<file path="config.mk">
export PLATFORM = sky130hd
export DESIGN_NAME = pipeline_hazard_ctrl_flat
export DESIGN_NICKNAME = d
export VERILOG_FILES = /design/src/rtl/cpu_ctrl_pkg.sv /design/src/rtl/pipeline_hazard_ctrl_if.sv /design/src/rtl/pipeline_hazard_ctrl_hazard_detect.sv /design/src/rtl/pipeline_hazard_ctrl.sv /design/src/flat_wrapper.sv
export SDC_FILE = /design/constraint.sdc
export NUM_CORES = 1
export LEC_CHECK = 0
export BUFFER_PORTS_ARGS = -buffer_cell sky130_fd_sc_hd__buf_2
export CAP_MARGIN = 20
export CORE_MARGIN = 2
export CORE_UTILIZATION = 35
export CTS_BUF_LIST = sky130_fd_sc_hd__clkbuf_8
export CTS_CLUSTER_DIAMETER = 200
export CTS_CLUSTER_SIZE = 30
export DETAILED_ROUTE_END_ITERATION = 16
export HOLD_SLACK_MARGIN = 0.05
export PLACE_DENSITY = 0.67
export REMOVE_ABC_BUFFERS = 1
export SLEW_MARGIN = 20
export SYNTH_ARGS = -nofsm -noshare
export SYNTH_HDL_FRONTEND = slang
export SYNTH_SLANG_ARGS = --single-unit
</file>
<file path="constraint.sdc">
create_clock -name clk -period 1.57 [get_ports clk]
set_clock_uncertainty 0.2 [all_clocks]
set_input_delay 0.0785 -clock clk [delete_from_list [all_inputs] [get_ports clk]]
set_output_delay 0.0785 -clock clk [all_outputs]
set_load 0.01 [all_outputs]
</file>
<file path="src/rtl/cpu_ctrl_pkg.sv">
// Shared control definitions for the pipeline hazard sequencer.
// Sequencer state encoding and the hard-wired zero register index.
package cpu_ctrl_pkg;

   typedef enum logic {
      RUN = 1'b0,
      DIV = 1'b1
   } st_t;

   localparam int REG_ZERO = 0;

endpackage

</file>
<file path="src/rtl/pipeline_hazard_ctrl_if.sv">
// Hazard controller bundle: pipeline status in, stage stall/flush out.
// master = the controller, slave = the pipeline datapath.
interface pipeline_hazard_ctrl_if #(
   parameter int REG_W = 5
) ();

   logic [REG_W-1:0] rs_d;
   logic [REG_W-1:0] rt_d;
   logic             branch_d;
   logic [REG_W-1:0] rt_e;
   logic [REG_W-1:0] writereg_e;
   logic             regwrite_e;
   logic             memtoreg_e;
   logic [REG_W-1:0] writereg_m;
   logic             memtoreg_m;
   logic             div_start_e;
   logic             i_stall;
   logic             d_stall;
   logic             exception_m;

   logic stall_f;
   logic stall_d;
   logic stall_e;
   logic stall_m;
   logic stall_w;
   logic flush_d;
   logic flush_e;
   logic flush_m;
   logic flush_w;
   logic div_busy;
   logic exc_flush;

   modport master (
      input  rs_d, rt_d, branch_d,
      input  rt_e, writereg_e,
      input  regwrite_e, memtoreg_e,
      input  writereg_m, memtoreg_m,
      input  div_start_e,
      input  i_stall, d_stall,
      input  exception_m,
      output stall_f, stall_d, stall_e,
      output stall_m, stall_w,
      output flush_d, flush_e,
      output flush_m, flush_w,
      output div_busy, exc_flush
   );

   modport slave (
      output rs_d, rt_d, branch_d,
      output rt_e, writereg_e,
      output regwrite_e, memtoreg_e,
      output writereg_m, memtoreg_m,
      output div_start_e,
      output i_stall, d_stall,
      output exception_m,
      input  stall_f, stall_d, stall_e,
      input  stall_m, stall_w,
      input  flush_d, flush_e,
      input  flush_m, flush_w,
      input  div_busy, exc_flush
   );

endinterface

</file>
<file path="src/rtl/pipeline_hazard_ctrl_hazard_detect.sv">
// Combinational load-use and branch-operand hazard detection.
// Register index zero never forms a dependency.
module hazard_detect
   import cpu_ctrl_pkg::*;
#(
   parameter int REG_W = 5
) (
   input  logic [REG_W-1:0] rs_d,
   input  logic [REG_W-1:0] rt_d,
   input  logic             branch_d,
   input  logic [REG_W-1:0] rt_e,
   input  logic [REG_W-1:0] writereg_e,
   input  logic             regwrite_e,
   input  logic             memtoreg_e,
   input  logic [REG_W-1:0] writereg_m,
   input  logic             memtoreg_m,
   output logic             lwstall,
   output logic             brstall
);

   localparam logic [REG_W-1:0] ZERO = REG_W'(REG_ZERO);

   function automatic logic hits(
      input logic [REG_W-1:0] r,
      input logic [REG_W-1:0] a,
      input logic [REG_W-1:0] b
   );
      return (r != ZERO) && ((r == a) || (r == b));
   endfunction

   logic e_dep;
   logic m_dep;

   assign e_dep = regwrite_e & hits(writereg_e, rs_d, rt_d);
   assign m_dep = memtoreg_m & hits(writereg_m, rs_d, rt_d);

   assign lwstall = memtoreg_e & hits(rt_e, rs_d, rt_d);
   assign brstall = branch_d & (e_dep | m_dep);

endmodule

</file>
<file path="src/rtl/pipeline_hazard_ctrl.sv">
// Central stall/flush sequencer for the 5-stage pipeline:
// hazards, multi-cycle divide, bus waits and exception flush.
module pipeline_hazard_ctrl
   import cpu_ctrl_pkg::*;
#(
   parameter int DIV_CYCLES = 32,
   parameter int REG_W      = 5
) (
   input  logic                  clk,
   input  logic                  rst,
   pipeline_hazard_ctrl_if.master hz
);

   localparam int CW = (DIV_CYCLES > 1) ? $clog2(DIV_CYCLES) : 1;
   localparam logic [CW-1:0] CNT_INIT = CW'(DIV_CYCLES - 1);

   st_t           st;
   logic [CW-1:0] div_cnt;
   logic          exc_pend;
   logic          div_done;

   logic lwstall;
   logic brstall;
   logic hz_stall;
   logic mem_stall;
   logic exc_go;
   logic div_enter;
   logic div_last;
   logic div_run;

   logic stall_f;
   logic stall_d;
   logic stall_e;
   logic stall_m;
   logic stall_w;
   logic flush_d;
   logic flush_e;
   logic flush_m;
   logic flush_w;
   logic div_busy;
   logic exc_flush;

   hazard_detect #(
      .REG_W (REG_W)
   ) u_hazard_detect (
      .rs_d       (hz.rs_d),
      .rt_d       (hz.rt_d),
      .branch_d   (hz.branch_d),
      .rt_e       (hz.rt_e),
      .writereg_e (hz.writereg_e),
      .regwrite_e (hz.regwrite_e),
      .memtoreg_e (hz.memtoreg_e),
      .writereg_m (hz.writereg_m),
      .memtoreg_m (hz.memtoreg_m),
      .lwstall    (lwstall),
      .brstall    (brstall)
   );

   assign hz_stall  = lwstall | brstall;
   assign mem_stall = hz.i_stall | hz.d_stall;
   assign exc_go    = (hz.exception_m | exc_pend) & ~mem_stall;

   // div_done blocks a restart by the instruction that follows the divide
   assign div_enter = (st == RUN) & hz.div_start_e & ~div_done;
   assign div_last  = (st == DIV) & (div_cnt == '0);
   assign div_run   = div_enter | ((st == DIV) & ~div_last);

   always_comb begin
      stall_f   = 1'b0;
      stall_d   = 1'b0;
      stall_e   = 1'b0;
      stall_m   = 1'b0;
      stall_w   = 1'b0;
      flush_d   = 1'b0;
      flush_e   = 1'b0;
      flush_m   = 1'b0;
      flush_w   = 1'b0;
      div_busy  = 1'b0;
      exc_flush = 1'b0;
      if (rst) begin
         exc_flush = 1'b0;
      end else if (exc_go) begin
         exc_flush = 1'b1;
         flush_d   = 1'b1;
         flush_e   = 1'b1;
         flush_m   = 1'b1;
         flush_w   = 1'b1;
      end else if (mem_stall) begin
         stall_f  = 1'b1;
         stall_d  = 1'b1;
         stall_e  = 1'b1;
         stall_m  = 1'b1;
         stall_w  = 1'b1;
         div_busy = (st == DIV);
      end else if (div_run) begin
         stall_f  = 1'b1;
         stall_d  = 1'b1;
         stall_e  = 1'b1;
         flush_m  = 1'b1;
         div_busy = 1'b1;
      end else begin
         stall_f = hz_stall;
         stall_d = hz_stall;
         flush_e = hz_stall;
      end
   end

   always_ff @(posedge clk) begin
      if (rst) begin
         st       <= RUN;
         div_cnt  <= '0;
         exc_pend <= 1'b0;
         div_done <= 1'b0;
      end else if (exc_go) begin
         st       <= RUN;
         div_cnt  <= '0;
         exc_pend <= 1'b0;
         div_done <= 1'b0;
      end else if (mem_stall) begin
         exc_pend <= exc_pend | hz.exception_m;
      end else begin
         exc_pend <= 1'b0;
         div_done <= div_last;
         if (div_enter) begin
            st      <= DIV;
            div_cnt <= CNT_INIT;
         end else if (div_last) begin
            st <= RUN;
         end else if (st == DIV) begin
            div_cnt <= div_cnt - 1'b1;
         end
      end
   end

   assign hz.stall_f   = stall_f;
   assign hz.stall_d   = stall_d;
   assign hz.stall_e   = stall_e;
   assign hz.stall_m   = stall_m;
   assign hz.stall_w   = stall_w;
   assign hz.flush_d   = flush_d;
   assign hz.flush_e   = flush_e;
   assign hz.flush_m   = flush_m;
   assign hz.flush_w   = flush_w;
   assign hz.div_busy  = div_busy;
   assign hz.exc_flush = exc_flush;

endmodule

</file>
<file path="src/flat_wrapper.sv">
// flat-port wrapper written by rule: the top's interface ports become plain ports
module pipeline_hazard_ctrl_flat import cpu_ctrl_pkg::*;
#(
   parameter int DIV_CYCLES = 32,
   parameter int REG_W      = 5
)
  (clk, rst, hz_rs_d, hz_rt_d, hz_branch_d, hz_rt_e, hz_writereg_e, hz_regwrite_e, hz_memtoreg_e, hz_writereg_m, hz_memtoreg_m, hz_div_start_e, hz_i_stall, hz_d_stall, hz_exception_m, hz_stall_f, hz_stall_d, hz_stall_e, hz_stall_m, hz_stall_w, hz_flush_d, hz_flush_e, hz_flush_m, hz_flush_w, hz_div_busy, hz_exc_flush);
  pipeline_hazard_ctrl_if #(.REG_W(REG_W)) hz_i ();
  input  logic clk;
  input  logic rst;
  input wire logic [$bits(hz_i.rs_d)-1:0] hz_rs_d;
  input wire logic [$bits(hz_i.rt_d)-1:0] hz_rt_d;
  input wire logic [$bits(hz_i.branch_d)-1:0] hz_branch_d;
  input wire logic [$bits(hz_i.rt_e)-1:0] hz_rt_e;
  input wire logic [$bits(hz_i.writereg_e)-1:0] hz_writereg_e;
  input wire logic [$bits(hz_i.regwrite_e)-1:0] hz_regwrite_e;
  input wire logic [$bits(hz_i.memtoreg_e)-1:0] hz_memtoreg_e;
  input wire logic [$bits(hz_i.writereg_m)-1:0] hz_writereg_m;
  input wire logic [$bits(hz_i.memtoreg_m)-1:0] hz_memtoreg_m;
  input wire logic [$bits(hz_i.div_start_e)-1:0] hz_div_start_e;
  input wire logic [$bits(hz_i.i_stall)-1:0] hz_i_stall;
  input wire logic [$bits(hz_i.d_stall)-1:0] hz_d_stall;
  input wire logic [$bits(hz_i.exception_m)-1:0] hz_exception_m;
  output wire logic [$bits(hz_i.stall_f)-1:0] hz_stall_f;
  output wire logic [$bits(hz_i.stall_d)-1:0] hz_stall_d;
  output wire logic [$bits(hz_i.stall_e)-1:0] hz_stall_e;
  output wire logic [$bits(hz_i.stall_m)-1:0] hz_stall_m;
  output wire logic [$bits(hz_i.stall_w)-1:0] hz_stall_w;
  output wire logic [$bits(hz_i.flush_d)-1:0] hz_flush_d;
  output wire logic [$bits(hz_i.flush_e)-1:0] hz_flush_e;
  output wire logic [$bits(hz_i.flush_m)-1:0] hz_flush_m;
  output wire logic [$bits(hz_i.flush_w)-1:0] hz_flush_w;
  output wire logic [$bits(hz_i.div_busy)-1:0] hz_div_busy;
  output wire logic [$bits(hz_i.exc_flush)-1:0] hz_exc_flush;
  assign hz_i.rs_d = hz_rs_d;
  assign hz_i.rt_d = hz_rt_d;
  assign hz_i.branch_d = hz_branch_d;
  assign hz_i.rt_e = hz_rt_e;
  assign hz_i.writereg_e = hz_writereg_e;
  assign hz_i.regwrite_e = hz_regwrite_e;
  assign hz_i.memtoreg_e = hz_memtoreg_e;
  assign hz_i.writereg_m = hz_writereg_m;
  assign hz_i.memtoreg_m = hz_memtoreg_m;
  assign hz_i.div_start_e = hz_div_start_e;
  assign hz_i.i_stall = hz_i_stall;
  assign hz_i.d_stall = hz_d_stall;
  assign hz_i.exception_m = hz_exception_m;
  assign hz_stall_f = hz_i.stall_f;
  assign hz_stall_d = hz_i.stall_d;
  assign hz_stall_e = hz_i.stall_e;
  assign hz_stall_m = hz_i.stall_m;
  assign hz_stall_w = hz_i.stall_w;
  assign hz_flush_d = hz_i.flush_d;
  assign hz_flush_e = hz_i.flush_e;
  assign hz_flush_m = hz_i.flush_m;
  assign hz_flush_w = hz_i.flush_w;
  assign hz_div_busy = hz_i.div_busy;
  assign hz_exc_flush = hz_i.exc_flush;
  pipeline_hazard_ctrl #(.DIV_CYCLES(DIV_CYCLES), .REG_W(REG_W)) u_core (.clk(clk), .rst(rst), .hz(hz_i));
endmodule
</file>
Yosys cells after proc, flatten, opt, wreduce, memory -nomap -nowiden. Index checks and enable logic that the tools add are counted.

Add/sub/neg operators: 1. Bitwise gates (word level): 18. Reductions and logical operators: 16. Divide/modulo/power cells: 0. Shift-type cells: 0. Muxes and demuxes: 28. Multipliers: 0. Order comparisons: 0. Eq/ne operators: 7.

Operators by type and width (number): 5-bit equality test (6); 1-bit 2-to-1 mux (25); 5-bit 2-to-1 mux (3); 5-bit nonzero test (3); 1-bit bitwise AND (9); 5-bit zero test (1); 1-bit OR (5); 5-bit by 1-bit subtractor with 5-bit output, second input constant (1); 1-bit NOT (4); 2-bit nonzero test (2); 1-bit logical AND (3); 1-bit logical OR (3); 3-bit AND reduction (1); 3-bit OR reduction (1); 2-bit by 1-bit inequality test with 1-bit output, second input constant (1); 2-bit AND reduction (1); 2-bit OR reduction (1).

Bits of input ports: 35. Output and inout port bits: 11. Bits in read-only memories: 0. Memories kept: 0. Register bits after elaboration: 8. Bits in latches: 0. RAM bits: 0. Logic and storage cells: 74.

Logic depth before layout (Yosys ltp).
Depth after elaboration: 11. Depth in mapped cells: 8. Mapped depth without buffers: 7.

Modules after synthesis. A second synthesis with hierarchy kept.

Cells, all modules: 114. Area, all modules: 867.1 um^2.

By module, submodules not included: pipeline_hazard_ctrl (area an instance 480.5 um^2, cells an instance 62, instances 1, sequential area each 160.2 um^2); hazard_detect (area an instance 386.6 um^2, cells an instance 52, instances 1, sequential area each 0.0 um^2).

Worst setup path after synthesis. Ideal clock, no wire load.

Path kind: reg-to-output. Start: register u_core.div_cnt[0]. End: output hz_stall_f. Path buffers: 1. Arrival: 1.469 ns. Required time: 1.291 ns. Path slack: -0.178 ns. Cell stages (with the launch flop): 9. Path through: dfxtp_1 inv_1 ha_1 nand4bb_4 nor2_1 nor2_1 nor2_1 a31oi_1 buf_4.

Longest elaborated chain between the ends: 9.

Ends and longest elaborated chain: start: declaration (line pipeline_hazard_ctrl.sv:18) `logic [CW-1:0] div_cnt;`; start signal: assignment (line pipeline_hazard_ctrl.sv:130) `div_cnt <= div_cnt - 1'b1;`; 5-bit zero test (line pipeline_hazard_ctrl.sv:65) `assign div_last = (st == DIV) & (div_cnt == '0);`; 1-bit bitwise AND (line pipeline_hazard_ctrl.sv:65); 1-bit NOT (line pipeline_hazard_ctrl.sv:66) `assign div_run = div_enter | ((st == DIV) & ~div_last);`; 1-bit bitwise AND (line pipeline_hazard_ctrl.sv:66); 1-bit OR (line pipeline_hazard_ctrl.sv:66); 1-bit 2-to-1 mux (4 in series); end: declaration (line flat_wrapper.sv:24) `output wire logic [$bits(hz_i.stall_f)-1:0] hz_stall_f;`.

No other way between the ends.

Worst setup path in the final report.
Start: register u_core.div_cnt[0]. End: output hz_div_busy.

Longest elaborated chain between the ends: 9.

Ends and longest elaborated chain: 5-bit zero test (line pipeline_hazard_ctrl.sv:65); 1-bit bitwise AND (line pipeline_hazard_ctrl.sv:65); 1-bit NOT (line pipeline_hazard_ctrl.sv:66); 1-bit bitwise AND (line pipeline_hazard_ctrl.sv:66); 1-bit OR (line pipeline_hazard_ctrl.sv:66); 1-bit 2-to-1 mux (line pipeline_hazard_ctrl.sv:95) `end else if (div_run) begin`; 1-bit 2-to-1 mux (line pipeline_hazard_ctrl.sv:88) `end else if (mem_stall) begin`; 1-bit 2-to-1 mux (line pipeline_hazard_ctrl.sv:82) `end else if (exc_go) begin`; 1-bit 2-to-1 mux (line pipeline_hazard_ctrl.sv:80) `if (rst) begin`; end: declaration (line flat_wrapper.sv:33) `output wire logic [$bits(hz_i.div_busy)-1:0] hz_div_busy;`.

No other way between the ends.

==> flow_summary_export.csv <==
group,metric,value,unit
run_status,status,"finished, violations left",
run_status,violations,"setup timing",
setup_path,cp_top_family,"buffers and inverters",
clock_tree,clock_latency,0.23,ns
global_route,grtUsageTotal,0.192,
yosys,ys_seq_area_frac,0.176,
global_route,grt_pass1_vias,1013,
routing,ant_nets,0,
die,row_count,18,
sta,slew_headroom,0.749,
routing,vias,1049,
setup_path,crit_fanout,3,
sta,setup_ws,-0.335,ns
routing,post_drt_wl_per_cell,13.1,um
clock_tree,cts_sinks,8,
yosys,synth-simple-area-share,0.256,
yosys,ys.flop_type,"dfxtp_1",
global_route,gr-usage-met2,0.341,
layout,num_antenna_cells,0,
sta,final_max_slew_viol_count,0,
power_and_ir_drop,p_per_area,597,nW/um2
global_route,grt-busiest-layer,"met2",
power_and_ir_drop,p_total,846,uW
layout,final_nets,217,
layout,drive_above_1_share,0.478,
layout,n_fill_cell,234,
sta,rsz0062_at_grt,"true",
global_route,grt_use_met3,0.0269,
setup_path,cp_common_cell,"buf_4",
clock_tree,numCtsBuffers,3,
placed_design,io_buffers,45,
routing,drt_iter0_markers,20,
clock_tree,tritoncts,"done",
placed_design,dp_cells,196,
routing,first_pass_iters,4,
yosys,synth_compound_area_frac,0.173,
layout,multi_input_area,756,um2
die,io_pins,46,
setup_path,cp.buffers_inverters,4,
setup_path,slowest_stage,"dfxtp_2",
yosys,syn_inst,113,
sta,setup_viol,11,
sta,min_period,1.91,ns
clock_tree,htree_levels,1,
yosys,ys_ff_latch,8,
yosys,synth_edf_count,0,
sta,max_freq,0.525,GHz
layout,final_area,1420,um2
setup_path,worstPathArrival,1.63,ns
routing,wirelength,2730,um
setup_path,critPathKind,"reg2out",
global_route,grt_overflow,0,
placed_design,dp_slack,-0.199,ns
yosys,synth.avg_cell_area,8.05,um2
setup_path,cp-start-kind,"flip-flop",
power_and_ir_drop,leakage,0.000592,uW
yosys,yosys-mux-area-fraction,0,
placed_design,place_hpwl,2120,um
job,maxCapViolations,0,
yosys,yosysWarnings,0,
layout,stdcell_count,208,
layout,seq_area,163,um2
placed_design,placed_area,1240,um2
clock_tree,cts_buffer_depth,2,
setup_path,worstPathCellList,"inv_2 -> ha_4 -> nand4bb_4 -> buf_4 -> o221ai_4 -> buf_4 -> a21oi_2 -> buf_2",
routing,drc,0,
die,die_w,55.0,um
die,dieArea,3020,um2
die,core,2480,um2
sta,tns,-2.67,ns
die,initial_utilization,0.367,
setup_path,critPathCaptureType,"primary output",
yosys,synth_top_family_by_area,"XOR/XNOR gates",
global_route,grt_start_max_net_pins,8,
setup_path,cp_data_required_time,1.29,ns
sta,post-route-period-util,1.21,
yosys,synth-adder-area-share,0.0275,
min_path,hold_path.class,"in2reg",
yosys,synth_area,910,um2
yosys,yosys.area_share.xor_xnor,0.318,
yosys,synthArstFlopShare,0,
sta,final_hold_viol_count,0,
placed_design,routabilityCongestion,0.829,
global_route,grt_use_met1,0.206,
yosys,synth.distinct_cells,29,
clock_tree,root_buffer,"clkbuf_8",
setup_path,crit_path_max_incr_delay,0.32,ns
die,die_y,55.0,um
sta,worstMarginPinSlew,0.374,ns
layout,area_growth,55.7,%
clock_tree,clk_pin_slew,0.04,ns
routing,avgViaCountPerCell,5.04,
global_route,antenna_found_initial,0,
power_and_ir_drop,max-vdd-ir-drop,0.000450,V
global_route,grt_pass1_wl,4140,um
[per-layer routing]
layer,vias up,wire length [um],share of wire
li1,520,-,-
met1,474,1030,0.38
met2,47,1420,0.52
met3,8,190,0.069
met4,0,85,0.031
met5,-,0,0
[registers in the layout, summed over array words and instances (netlist names)]
| register | count |
|---|---|
| u_core.st | 1 |
| u_core.div_cnt | 5 |
| u_core.div_done | 1 |
| u_core.exc_pend | 1 |
[cell usage after synthesis (2+ instances only)]
library cell / number / area (um2)
a211oi_1: 2 / 15.0
a21oi_1: 6 / 30.0
a31oi_1: 2 / 12.5
buf_4: 4 / 30.0
dfxtp_1: 8 / 160
ha_1: 2 / 25.0
inv_1: 3 / 11.3
nand2_1: 12 / 45.0
nand3_1: 6 / 30.0
nor2_1: 11 / 41.3
nor3_1: 3 / 15.0
nor4_2: 2 / 25.0
o22ai_1: 3 / 18.8
or2_2: 2 / 12.5
xnor2_1: 33 / 289
[cells in the final DEF (no fill, tap or decap), types with 3 or more instances in the layout]
master    instances
a21oi_1           5
buf_2            45
buf_4            17
clkbuf_8          3
dfxtp_1           6
nand2_1          12
nand3_1           6
nor2_1            8
nor3_1            3
o22ai_1           3
xnor2_1          33
[area by class of cell]
cell class,count,area share
Multi-Input combinational cell,97,0.534
Clock buffer,3,0.0292
Timing Repair Buffer,67,0.288
Sequential cell,8,0.115
Inverter,3,0.00795
Tap cell,30,0.0265
[path summary, 6_finish.rpt]
path         depth (start not counted)  slack [ns]                 to         startpoint
min reg2reg                          2        0.25    u_core.div_done    u_core.div_done
min                                  3        0.08  u_core.div_cnt[2]                rst
max reg2reg                          9       -0.27  u_core.div_cnt[3]  u_core.div_cnt[0]
max                                  8       -0.34        hz_div_busy  u_core.div_cnt[0]
[report_power, final]
group	switching (uW)	leakage [uW]	total [uW]	internal, uW
registers	10.7	0.0000664	229	218
logic	171	0.000504	359	189
clock network	90.8	0.0000216	258	167
total	272	0.000592	846	573
[worst reg2reg max path, cell delays in order, from the launching register on]
cell and delay, ns:
dfxtp_2 0.32, inv_2 0.07, ha_4 0.14, nand4bb_4 0.13, buf_4 0.17, o221ai_4 0.22, buf_6 0.18, nor4_4 0.05
xnor2_1 0.16, a21oi_1 0.09
[what timing repair did]
item,CTS,global route
endpoints found under the hold margin,3,0
hold buffers,3,0
gates resized for setup,12,5
endpoints found under the setup margin,11,12
pin swaps,8,3
buffers inserted,4,2
[metrics by stage]
step | hold slack (ns) | utilization
after floorplan | -0.0422 | -
after global placement | 0.115 | 0.499
after detailed placement | 0.121 | 0.499
after CTS | 0.0657 | 0.557
after global routing | 0.122 | 0.572
final | 0.0807 | 0.572
[cell families (layout without fill, tap and decap cells)]
group / Yosys count / count (layout)
AO/OA/AOI/OAI: 20 / 20
XOR/XNOR: 33 / 33
adder cells (fa/ha/maj): 2 / 2
buffers and inverters: 8 / 73
flip-flops: 8 / 8
AND/OR/NAND/NOR: 42 / 42
Power figures use the tool's default switching activity.
